--- config.mk ---
export PLATFORM = sky130hd
export DESIGN_NAME = sound_ctrl_sched_flat
export DESIGN_NICKNAME = d
export VERILOG_FILES = /design/src/rtl/bz_sound_pkg.sv /design/src/rtl/sound_ctrl_sched_if.sv /design/src/rtl/sound_clk_enables.sv /design/src/rtl/sound_ctrl_sched.sv /design/src/flat_wrapper.sv
export SDC_FILE = /design/constraint.sdc
export NUM_CORES = 1
export LEC_CHECK = 0
export ABC_AREA = 1
export BUFFER_PORTS_ARGS = -buffer_cell sky130_fd_sc_hd__buf_2
export CAP_MARGIN = 10
export CORE_MARGIN = 1
export CORE_UTILIZATION = 55
export CTS_CLUSTER_DIAMETER = 200
export DETAILED_ROUTE_END_ITERATION = 10
export GPL_TIMING_DRIVEN = 0
export PLACE_DENSITY = 0.86
export SYNTH_ARGS = -nofsm -noshare
export SYNTH_HDL_FRONTEND = slang
export SYNTH_HIERARCHICAL = 1
export SYNTH_SLANG_ARGS = --single-unit
--- constraint.sdc ---
create_clock -name clk -period 4.4 [get_ports clk]
set_input_delay 0.88 -clock clk [delete_from_list [all_inputs] [get_ports clk]]
set_output_delay 0.88 -clock clk [all_outputs]
set_load 0.1 [all_outputs]
--- src/rtl/bz_sound_pkg.sv ---
// Shared types and constants for the sound control / noise scheduling block.
//   gain_state_t : mute-ramp FSM states
//   BIT_*        : bit positions inside the CPU sound-latch byte
//   sample_t     : signed 16-bit audio sample
//   sat16()      : clamps a wide signed value to the sample_t range
package bz_sound_pkg;

  typedef enum logic [1:0] {
    MUTED,
    RAMP_UP,
    ON,
    RAMP_DOWN
  } gain_state_t;

  localparam int unsigned BIT_EXPLO_LS = 0;
  localparam int unsigned BIT_SHELL_LS = 1;
  localparam int unsigned BIT_EXPLO_EN = 2;
  localparam int unsigned BIT_SHELL_EN = 3;
  localparam int unsigned BIT_SOUND_EN = 5;

  localparam logic [7:0] GAIN_MAX = 8'd255;

  typedef logic        [7:0]  cpu_byte_t;
  typedef logic signed [15:0] sample_t;
  typedef logic signed [16:0] sum_t;
  typedef logic signed [25:0] prod_t;

  function automatic sample_t sat16(input prod_t v);
    if (v > 26'sd32767) begin
      return 16'sh7FFF;
    end else if (v < -26'sd32768) begin
      return 16'sh8000;
    end else begin
      return v[15:0];
    end
  endfunction

endpackage

--- src/rtl/sound_ctrl_sched_if.sv ---
// CPU write port into the sound latch.
//   cpu_wr  : one-clk write strobe
//   cpu_din : write data byte
// master drives the bus (CPU side), slave receives it (sound block).
interface sound_ctrl_sched_if;
  import bz_sound_pkg::*;

  logic      cpu_wr;
  cpu_byte_t cpu_din;

  modport master (output cpu_wr, output cpu_din);
  modport slave  (input  cpu_wr, input  cpu_din);

endinterface

--- src/rtl/sound_clk_enables.sv ---
// Clock-enable generator for the sound block.
//   clk, reset_n  : system clock, asynchronous active-low reset
//   clk_3MHz_en   : one-clk pulse every DIV_3M system clocks
//   clk_12KHz_en  : one-clk pulse every DIV_12K clk_3MHz_en pulses,
//                   always coincident with a clk_3MHz_en pulse
module sound_clk_enables #(
  parameter int unsigned DIV_3M  = 4,
  parameter int unsigned DIV_12K = 256
) (
  input  logic clk,
  input  logic reset_n,
  output logic clk_3MHz_en,
  output logic clk_12KHz_en
);

  localparam int unsigned W3  = $clog2(DIV_3M);
  localparam int unsigned W12 = $clog2(DIV_12K);

  logic [W3-1:0]  div3;
  logic [W12-1:0] div12;
  logic           wrap3;
  logic           wrap12;

  assign wrap3  = (div3  == W3'(DIV_3M - 1));
  assign wrap12 = (div12 == W12'(DIV_12K - 1));

  // Both enables are registered off the same wrap condition, so the slow
  // pulse lines up exactly with a fast pulse and neither is wider than 1 clk.
  always_ff @(posedge clk or negedge reset_n) begin
    if (!reset_n) begin
      div3         <= '0;
      div12        <= '0;
      clk_3MHz_en  <= 1'b0;
      clk_12KHz_en <= 1'b0;
    end else begin
      // NOTE: sequential state uses non-blocking assignments so every
      // register samples pre-edge values, independent of statement order.
      clk_3MHz_en  <= wrap3;
      clk_12KHz_en <= wrap3 && wrap12;
      if (wrap3) begin
        div3  <= '0;
        div12 <= wrap12 ? '0 : div12 + W12'(1);
      end else begin
        div3  <= div3 + W3'(1);
      end
    end
  end

endmodule

--- src/rtl/sound_ctrl_sched.sv ---
// Sound control register and shell/explosion noise scheduler.
//   clk, reset_n        : system clock, asynchronous active-low reset
//   cpu                 : sound-latch write port (cpu_wr / cpu_din)
//   noise_explo/shell   : signed noise samples from the two generators
//   clk_3MHz_en         : fast clock enable (also paces the mixer)
//   clk_12KHz_en        : slow clock enable (paces the mute ramp)
//   sound_enable        : latched global enable, drives the noise shifters
//   explo_en/ls,
//   shell_en/ls         : latched level enables and loud/soft selects
//   mix_out, mix_valid  : gain-scaled, saturated mix and its update strobe
module sound_ctrl_sched
  import bz_sound_pkg::*;
#(
  parameter int unsigned DIV_3M  = 4,
  parameter int unsigned DIV_12K = 256,
  parameter int unsigned RAMP_SH = 4
) (
  input  logic                     clk,
  input  logic                     reset_n,
  sound_ctrl_sched_if.slave        cpu,
  input  sample_t                  noise_explo,
  input  sample_t                  noise_shell,
  output logic                     clk_3MHz_en,
  output logic                     clk_12KHz_en,
  output logic                     sound_enable,
  output logic                     explo_en,
  output logic                     explo_ls,
  output logic                     shell_en,
  output logic                     shell_ls,
  output sample_t                  mix_out,
  output logic                     mix_valid
);

  localparam logic [7:0] RAMP_STEP = 8'(2 ** RAMP_SH);

  sound_clk_enables #(
    .DIV_3M  (DIV_3M),
    .DIV_12K (DIV_12K)
  ) u_clk_enables (
    .clk          (clk),
    .reset_n      (reset_n),
    .clk_3MHz_en  (clk_3MHz_en),
    .clk_12KHz_en (clk_12KHz_en)
  );

  // ---------------------------------------------------------------------
  // Sound latch: the last write wins, outputs follow one clock later.
  // ---------------------------------------------------------------------
  logic unused_din;
  assign unused_din = ^{cpu.cpu_din[7:6], cpu.cpu_din[4]};

  always_ff @(posedge clk or negedge reset_n) begin
    if (!reset_n) begin
      sound_enable <= 1'b0;
      explo_en     <= 1'b0;
      explo_ls     <= 1'b0;
      shell_en     <= 1'b0;
      shell_ls     <= 1'b0;
    end else if (cpu.cpu_wr) begin
      sound_enable <= cpu.cpu_din[BIT_SOUND_EN];
      explo_en     <= cpu.cpu_din[BIT_EXPLO_EN];
      explo_ls     <= cpu.cpu_din[BIT_EXPLO_LS];
      shell_en     <= cpu.cpu_din[BIT_SHELL_EN];
      shell_ls     <= cpu.cpu_din[BIT_SHELL_LS];
    end
  end

  // ---------------------------------------------------------------------
  // Mute-ramp FSM. The direction is decided purely from the current state
  // and sound_enable, and always steps from the present gain, so reversing
  // mid-ramp never jumps.
  // ---------------------------------------------------------------------
  gain_state_t state_q, state_d;
  logic [7:0]  gain_q,  gain_d;
  logic        step_up, step_dn;

  always_ff @(posedge clk or negedge reset_n) begin
    if (!reset_n) begin
      state_q <= MUTED;
      gain_q  <= '0;
    end else begin
      state_q <= state_d;
      gain_q  <= gain_d;
    end
  end

  always_comb begin
    // NOTE: every output of this block gets a default first; a path that
    // leaves one unassigned would otherwise infer a latch.
    state_d = state_q;
    gain_d  = gain_q;
    step_up = 1'b0;
    step_dn = 1'b0;

    if (clk_12KHz_en) begin
      case (state_q)
        MUTED:     step_up = sound_enable;
        ON:        step_dn = !sound_enable;
        RAMP_UP,
        RAMP_DOWN: begin
          step_up = sound_enable;
          step_dn = !sound_enable;
        end
        default:   step_dn = 1'b1;
      endcase
    end

    if (step_up) begin
      if (gain_q >= GAIN_MAX - RAMP_STEP) begin
        gain_d  = GAIN_MAX;
        state_d = ON;
      end else begin
        gain_d  = gain_q + RAMP_STEP;
        state_d = RAMP_UP;
      end
    end else if (step_dn) begin
      if (gain_q <= RAMP_STEP) begin
        gain_d  = '0;
        state_d = MUTED;
      end else begin
        gain_d  = gain_q - RAMP_STEP;
        state_d = RAMP_DOWN;
      end
    end
  end

  // ---------------------------------------------------------------------
  // Mixer: stage 1 adds the two samples at 17 bits, stage 2 scales by the
  // gain (Q0.8), shifts back and clamps. s1_valid keeps mix_valid low until
  // stage 1 holds a real sum after reset.
  // ---------------------------------------------------------------------
  sum_t  sum_q;
  logic  s1_valid;
  prod_t sum_x;
  prod_t gain_x;
  prod_t prod;
  prod_t scaled;

  assign sum_x  = 26'(sum_q);
  assign gain_x = {18'd0, gain_q};
  assign prod   = sum_x * gain_x;
  assign scaled = prod >>> 8;

  // NOTE: the pipeline registers are few and feed straight to outputs, so
  // they are all reset; nothing here is large enough to be a memory.
  always_ff @(posedge clk or negedge reset_n) begin
    if (!reset_n) begin
      sum_q     <= '0;
      s1_valid  <= 1'b0;
      mix_out   <= '0;
      mix_valid <= 1'b0;
    end else begin
      mix_valid <= clk_3MHz_en && s1_valid;
      if (clk_3MHz_en) begin
        sum_q    <= 17'(noise_explo) + 17'(noise_shell);
        s1_valid <= 1'b1;
        if (s1_valid) begin
          mix_out <= sat16(scaled);
        end
      end
    end
  end

endmodule

--- src/flat_wrapper.sv ---
// flat-port wrapper written by rule: the top's interface ports become plain ports
module sound_ctrl_sched_flat import bz_sound_pkg::*;
#(
  parameter int unsigned DIV_3M  = 4,
  parameter int unsigned DIV_12K = 256,
  parameter int unsigned RAMP_SH = 4
)
  (clk, reset_n, noise_explo, noise_shell, clk_3MHz_en, clk_12KHz_en, sound_enable, explo_en, explo_ls, shell_en, shell_ls, mix_out, mix_valid, cpu_cpu_wr, cpu_cpu_din);
  sound_ctrl_sched_if cpu_i ();
  input  logic clk;
  input  logic reset_n;
  input  sample_t noise_explo;
  input  sample_t noise_shell;
  output logic clk_3MHz_en;
  output logic clk_12KHz_en;
  output logic sound_enable;
  output logic explo_en;
  output logic explo_ls;
  output logic shell_en;
  output logic shell_ls;
  output sample_t mix_out;
  output logic mix_valid;
  input wire logic [$bits(cpu_i.cpu_wr)-1:0] cpu_cpu_wr;
  input wire logic [$bits(cpu_i.cpu_din)-1:0] cpu_cpu_din;
  assign cpu_i.cpu_wr = cpu_cpu_wr;
  assign cpu_i.cpu_din = cpu_cpu_din;
  sound_ctrl_sched #(.DIV_3M(DIV_3M), .DIV_12K(DIV_12K), .RAMP_SH(RAMP_SH)) u_core (.clk(clk), .reset_n(reset_n), .cpu(cpu_i), .noise_explo(noise_explo), .noise_shell(noise_shell), .clk_3MHz_en(clk_3MHz_en), .clk_12KHz_en(clk_12KHz_en), .sound_enable(sound_enable), .explo_en(explo_en), .explo_ls(explo_ls), .shell_en(shell_en), .shell_ls(shell_ls), .mix_out(mix_out), .mix_valid(mix_valid));
endmodule
==> out/qor.csv, run 1 <==
stage;metric;value;unit
status;status;complete, but fails checks;
status;failing checks;setup timing;
setup_path;arrival time at the worst endpoint;5.19;ns
setup_path;worst path bufs/invs;7;
drt;Routed Antenna Nets;0;
logic_synthesis;most common cell in the netlist;inv_1;
setup_path;r2r worst-path depth;25;
finish;Final nets;1460;
job;MaxCap Viol Count;0;
setup_path;reg2reg setup slack;-0.52;ns
drt;via count;8125;
setup_path;Worst path max stage delay;0.59;ns
power_and_ir_drop;pwr dens;149;nW/um^2
setup_path;CP max stage cell;fa_1;
logic_synthesis;post-synth top area share;0.227;
grt;first-pass GRT wire length;38700;um
cts;clk buf depth;2;
setup_path;Worst path most repeated cell;nand2_1;
drt;Top Layer Used;met4;
logic_synthesis;mapped cell area;8280;um^2
grt;initial antenna violation count;0;
setup_path;Crit. Startpoint;u_core/gain_q[5]$_DFFE_PN0P_;
sta;Final Critical Period;4.92;ns
cts;H-tree Lvls;3;
setup_path;reg2reg start;u_core/gain_q[5]$_DFFE_PN0P_;
sta;skew final;0.00839;ns
drt;vias per cell;5.67;
drt;# DRC;0;
finish;fillcell total;915;
worst_hold_path;hold path start;u_core/u_clk_enables/div3[0]$_DFF_PN0_;
setup_path;critical path's top delay family;adder cells;
place;Port Buffer Count;63;
floorplanning;chip height;125;um
drt;total routed wirelength;24200;um
sta;# setup viols final;16;
logic_synthesis;Post-synth EDFFs;0;
floorplanning;Ports;67;
finish;area grow syn2layout;26.5;%
logic_synthesis;Mapped Nets;1318;
place;GPL Wtd Cong;0.910;
drt;WL met1;8570;um
worst_hold_path;hold endpoint;u_core/u_clk_enables/div3[0]$_DFF_PN0_;
worst_hold_path;worst min-delay path class;reg2reg;
grt;GRT Residual Overflow;0;
drt;met3 WL;1980;um
sta;WHS;0.422;ns
cts;CTS root buf;clkbuf_16;
logic_synthesis;area leader, netlist;fa_1;
finish;Antenna Cells;0;
logic_synthesis;Warnings, synthesis;6;
finish;post-route cell area;10500;um^2
floorplanning;chip width;125;um
sta;Max Slew Vio Count;0;
place;Placement Cell Area;9060;um^2
floorplanning;# rows;44;
logic_synthesis;syn_area_per_cell;7.51;um^2
cts;Clock Pin Slew Worst Setup and Hold Paths;0.06;ns
logic_synthesis;Distinct cells, synth;40;
cts;Skew-Pair Late Insertion Delay;0.34;ns
logic_synthesis;top cells by count, synth;inv_1 (283), nand2_1 (273), fa_1 (94), ha_1 (78), nor2_1 (60);
grt;largest net degree at the start of global routing;39;
drt;router iterations before antenna repair;6;
sta;unrepaired setup endpoints after global routing;yes;
cts;CTS tree;built;
sta;Tcrit/Tclk final;1.12;
floorplanning;core box area;14600;um^2
logic_synthesis;post-synthesis sequential area ratio;0.178;
logic_synthesis;Seq cells post-synth;59;
setup_path;WP data required;4.67;ns
grt;gr usage total;0.311;
setup_path;CP Launch Type;flop;
setup_path;worst-path maximum fanout;7;
sta;achievable clock frequency;203;MHz
logic_synthesis;ys async rst share;1.00;
place;HPWL Detailed;14300;um
sta;normalized max-slew margin;0.517;
logic_synthesis;cells after synthesis;1103;
cts;clock sink count;59;
sta;TNS Setup;-7.60;ns
setup_path;critical path class;reg2reg;
sta;worst slew pin tran;0.718;ns
drt;DR WL/cell;16.9;um
sta;final hold vios;0;
grt;vias in the first global route;8421;
setup_path;reg-to-reg critical path endpoint;u_core/mix_out[7]$_DFFE_PN0P_;
floorplanning;Die ar.;15600;um^2
cts;cts bufs inserted;9;
setup_path;endpoint class of the critical path;flop;
finish;share of cells above drive strength 1;0.283;
drt;initial drt markers;801;
power_and_ir_drop;Pleak;6.47;nW
logic_synthesis;top cells by area, synth;fa_1 (23%), dfrtp_1 (18%), inv_1 (13%);
worst_hold_path;Hold Crit Depth;1;
sta;final worst slack;-0.523;ns
floorplanning;Starting Density;0.568;
logic_synthesis;Synth Flop Type;dfrtp_1;
power_and_ir_drop;peak supply drop;0.202;mV
drt;DR WL met2;11800;um
power_and_ir_drop;Pwr Total;1.56;mW
## state kept, by name (all words and copies together), names as in the netlist, 2 cells and up
register and cells:
u_core/sum_q 17, u_core/gain_q 5, u_core/mix_out 16, u_core/u_clk_enables/div12 8, u_core/state_q 2, u_core/u_clk_enables/div3 2
## layout by cell type, fill, tap and decap left out, drive strengths merged
| master | synthesis | final |
|---|---|---|
| and3 | 1 | 1 |
| xor2 | 18 | 18 |
| a21oi | 52 | 52 |
| buf | 6 | 141 |
| o21ai | 25 | 25 |
| bufbuf | 0 | 1 |
| nand3 | 44 | 44 |
| bufinv | 0 | 1 |
| and2 | 1 | 1 |
| o21bai | 10 | 10 |
| a21o | 1 | 1 |
| a22oi | 1 | 1 |
| clkbuf | 12 | 16 |
| xnor2 | 14 | 14 |
| clkinv | 1 | 5 |
| clkinvlp | 0 | 2 |
| nor2 | 67 | 67 |
| or2 | 5 | 5 |
| ha | 78 | 78 |
| nand2 | 295 | 295 |
| nand4 | 8 | 8 |
| a31oi | 6 | 6 |
| a21boi | 2 | 2 |
| o31ai | 2 | 2 |
| nor3 | 10 | 10 |
| mux2 | 5 | 5 |
| a32oi | 1 | 1 |
| inv | 285 | 285 |
| dfrtp | 59 | 59 |
| fa | 94 | 94 |
## timing repair
action,in CTS,in global routing
hold buffers,0,0
gates resized for setup,122,41
gates cloned,4,0
endpoints found under the setup margin,16,16
pin swaps,98,25
setup buffers,62,6
## power breakdown
group	internal [mW]	total, mW	switching [mW]	leakage, nW
Sequential	0.575	0.652	0.0769	0.745
Combinational	0.0726	0.209	0.136	5.58
Clock	0.435	0.702	0.267	0.141
## area by class of cell
type                       instances  area [um^2]  area share
clock buffer                       9          225      0.0215
timing repair buffer             135          970      0.0925
inverter                         286         1090       0.104
tap                              184          230      0.0220
multi-input combinational        740         6280       0.599
buffer                            14          139      0.0133
sequential                        59         1480       0.141
clock inverter                     7         68.8     0.00657
## cells by family after synthesis
logic type,share of synthesized area
muxes,0.00680
DFF,0.178
adders and majority gates,0.345
AOI/OAI and AO/OA,0.0712
and+or+nand+nor,0.222
buffers and inverters,0.141
xor gates and xnor gates,0.0357
## worst register-to-register path: cells and delay by family, from the launching register on
kind            cells  cell delay (ns)
fa+ha+maj           5             2.44
compound gates      1             0.13
buf+inv             7             0.70
flops               1             0.38
simple gates       12             1.19
## worst max path at each step
stage,slack [ns],endpoint,depth (start not counted)
5_1_grt,-0.73,u_core/mix_out[6]$_DFFE_PN0P_,28
2_1_floorplan,0.01,u_core/mix_out[10]$_DFFE_PN0P_,23
3_3_place_gp,-0.62,u_core/mix_out[9]$_DFFE_PN0P_,20
6_report,-0.52,u_core/mix_out[7]$_DFFE_PN0P_,25
3_5_place_dp,-0.69,u_core/mix_out[2]$_DFFE_PN0P_,25
4_1_cts,-0.21,u_core/mix_out[7]$_DFFE_PN0P_,26
## per-stage QoR
| step | util | worst slack, ns | cells |
|---|---|---|---|
| after global placement | 0.620 | -0.619 | 1350 |
| after floorplan | - | 0.0112 | 1103 |
| final | 0.718 | -0.523 | 1434 |
| after detailed placement | 0.621 | -0.693 | 1351 |
| after CTS | 0.708 | -0.212 | 1430 |
| after global routing | 0.718 | -0.730 | 1434 |
## routing by layer
layer  GRT usage  vias up
met5           0        -
met2       0.544      514
met3      0.0623      193
met4       0.193        0
met1       0.346     3832
li1            -     3586
(Power assumes the default switching activity.)
==> inputs of run 2 (changes only) <==
==> constraint.sdc (replaced) <==
create_clock -name clk -period 4.4 [get_ports clk]
set_input_delay 0.22 -clock clk [delete_from_list [all_inputs] [get_ports clk]]
set_output_delay 0.22 -clock clk [all_outputs]
set_load 0.1 [all_outputs]
==> run 2 against run 1 <==
Against the previous run: the run still ends with setup timing left; via count decreased by 0.20%; sequential power barely moved; clock skew grew 0.0021 ns; global-route usage hardly changed; register-to-register slack improved by 0.02 ns; utilization grew 0.069 points; final area about the same; total power grew 0.10%; non-clock buffer count increased by 1; largest power group unchanged; sequential share of layout area hardly changed; critical endpoint unchanged; first-iteration DRC count increased by 3.6%.
==> out/qor.csv, run 2 (synthesized netlist as in run 1, its figures left out) <==
stage;metric;value;unit;change
sta;final hold vios;0;;unchanged
setup_path;reg2reg start;u_core/gain_q[5]$_DFFE_PN0P_;;
sta;normalized max-slew margin;0.531;;+0.0140
power_and_ir_drop;peak supply drop;0.200;mV;-1.2%
drt;Routed Antenna Nets;0;;unchanged
grt;first-pass GRT wire length;38700;um;about the same
cts;H-tree Lvls;3;;unchanged
floorplanning;core box area;14600;um^2;unchanged
finish;Final nets;1461;;+0.068%
drt;initial drt markers;830;;+3.6%
sta;Tcrit/Tclk final;1.12;;-0.00365
setup_path;CP Launch Type;flop;;
floorplanning;Ports;67;;unchanged
drt;vias per cell;5.65;;-0.27%
place;Placed Instances;1351;;unchanged
sta;unrepaired setup endpoints after global routing;yes;;
setup_path;worst-path maximum fanout;7;;unchanged
grt;GRT Residual Overflow;0;;unchanged
grt;vias in the first global route;8420;;-0.012%
setup_path;WP data required;4.67;ns;about the same
setup_path;critical path class;reg2reg;;
sta;skew final;0.0105;ns;+0.00212 ns
drt;# DRC;0;;unchanged
sta;worst slew pin tran;0.698;ns;-0.0208 ns
drt;DR WL/cell;16.9;um;+0.23%
drt;router iterations before antenna repair;7;;+1
sta;final worst slack;-0.507;ns;+0.0161 ns
cts;cts bufs inserted;9;;unchanged
floorplanning;chip height;125;um;unchanged
grt;initial antenna violation count;0;;unchanged
floorplanning;# rows;44;;unchanged
status;failing checks;setup timing;;
setup_path;arrival time at the worst endpoint;5.18;ns;about the same
worst_hold_path;worst min-delay path class;in2reg;;
cts;CTS root buf;clkbuf_16;;
setup_path;endpoint class of the critical path;flop;;
sta;achievable clock frequency;204;MHz;+0.33%
finish;share of cells above drive strength 1;0.283;;about the same
cts;CTS tree;built;;
finish;most frequent cells in the layout;inv_1 (253), nand2_1 (229), fa_1 (85);;
cts;Skew-Pair Late Insertion Delay;0.34;ns;about the same
grt;largest net degree at the start of global routing;39;;unchanged
job;MaxCap Viol Count;0;;unchanged
cts;Clock Pin Slew Worst Setup and Hold Paths;0.06;ns;about the same
floorplanning;chip width;125;um;unchanged
power_and_ir_drop;pwr dens;149;nW/um^2;about the same
floorplanning;Die ar.;15600;um^2;unchanged
status;status;complete, but fails checks;;
place;Port Buffer Count;63;;unchanged
place;worst slack at placement;-0.693;ns;unchanged
finish;area grow syn2layout;26.7;%;about the same
grt;gr usage total;0.311;;about the same
place;HPWL Detailed;14300;um;unchanged
cts;clk buf depth;2;;unchanged
finish;multi-input logic area;6280;um^2;unchanged
finish;Largest regs;u_core/sum_q: 17 flops, u_core/mix_out: 16 flops, u_core/u_clk_enables/div12: 8 flops;;
sta;Max Slew Vio Count;0;;unchanged
sta;Final Critical Period;4.91;ns;-0.0161 ns
power_and_ir_drop;Pleak;6.47;nW;about the same
finish;Antenna Cells;0;;unchanged
finish;max FFs per register;17;;unchanged
setup_path;Crit. Startpoint;u_core/gain_q[5]$_DFFE_PN0P_;;
finish;most common cell after layout, fill and taps aside;inv_1;;
sta;# setup viols final;16;;unchanged
worst_hold_path;hold path start;cpu_cpu_din[5];;
floorplanning;Starting Density;0.568;;unchanged
cts;clock sink count;59;;unchanged
drt;via count;8109;;-0.20%
finish;Register Area;1480;um^2;unchanged
finish;final std cells w/o fill;1435;;+0.070%
place;GPL Wtd Cong;0.910;;unchanged
drt;total routed wirelength;24300;um;+0.30%
finish;Biggest register;u_core/sum_q;;
finish;fillcell total;914;;-0.11%
==> run 2: worst max-delay path: stages (launching register included) <==
cell and delay (ns):
dfrtp_1 0.37, buf_8 0.14, buf_8 0.13, nand2_1 0.10
fa_1 0.59, inv_1 0.06, fa_1 0.45, fa_1 0.53
inv_1 0.07, fa_1 0.54, inv_1 0.07, ha_4 0.33
nand2_1 0.13, nor2_2 0.17, nand2_1 0.14, nor2_2 0.16
nand2_2 0.10, nand3_2 0.09, nand2_1 0.05, nand2_1 0.06
nand2_2 0.06, nand2_4 0.09, buf_12 0.12, buf_16 0.11
nand2_4 0.04, a21oi_2 0.13
==> run 2: area by class of cell <==
class	count	area share
Clock buffer	9	0.0215
Sequential cell	59	0.141
Timing Repair Buffer	136	0.0934
Inverter	286	0.104
Tap cell	184	0.0220
Clock inverter	7	0.00656
Buffer	14	0.0132
Multi-Input combinational cell	740	0.599
==> run 2: layer usage <==
| metal | vias up | share of wire | track usage |
|---|---|---|---|
| met5 | - | 0 | 0 |
| met4 | 0 | 0.074 | 0.193 |
| met3 | 182 | 0.082 | 0.0623 |
| met2 | 523 | 0.49 | 0.544 |
| met1 | 3818 | 0.35 | 0.346 |
| li1 | 3586 | - | - |
==> run 2: final timing paths <==
kind                                                           to  slack (ns)  depth (start not counted)
max                                 u_core/mix_out[7]$_DFFE_PN0P_       -0.51                         25
min                               u_core/sound_enable$_DFFE_PN0P_        0.09                          3
max reg2reg                         u_core/mix_out[7]$_DFFE_PN0P_       -0.51                         25
min reg2reg                u_core/u_clk_enables/div3[0]$_DFF_PN0_        0.42                          1
max in group asynchronous            u_core/sum_q[16]$_DFFE_PN0P_        3.40                          3
min in group asynchronous          u_core/mix_out[14]$_DFFE_PN0P_        0.39                          2
==> run 2: power breakdown <==
group | switching [mW] | total (mW) | leakage (nW) | internal, mW
combinational | 0.136 | 0.210 | 5.58 | 0.0732
sequential | 0.0767 | 0.652 | 0.745 | 0.575
clock | 0.267 | 0.703 | 0.141 | 0.435
total | 0.480 | 1.56 | 6.47 | 1.08
==> run 2: what timing repair did <==
| action | CTS | global route |
|---|---|---|
| gates resized for setup | 122 | 41 |
| buffers inserted | 62 | 6 |
| hold buffers | 1 | 0 |
| endpoints found under the setup margin | 16 | 16 |
| pin swaps | 98 | 25 |
| hold endpoints to repair | 21 | 0 |
| cloned | 4 | 0 |
==> run 2: metrics by stage <==
step | util | area (um^2) | power (mW) | TNS [ns] | hold slack, ns
final | 0.719 | 10500 | 1.56 | -7.44 | 0.0927
after global placement | 0.620 | 9040 | 0.831 | -8.82 | 0.413
after global routing | 0.719 | 10500 | 1.63 | -10.86 | 0.113
after detailed placement | 0.621 | 9060 | 0.840 | -10.04 | 0.216
after floorplan | - | 8490 | 0.762 | 0 | -0.0756
after CTS | 0.709 | 10300 | 1.55 | -2.90 | 0.0934
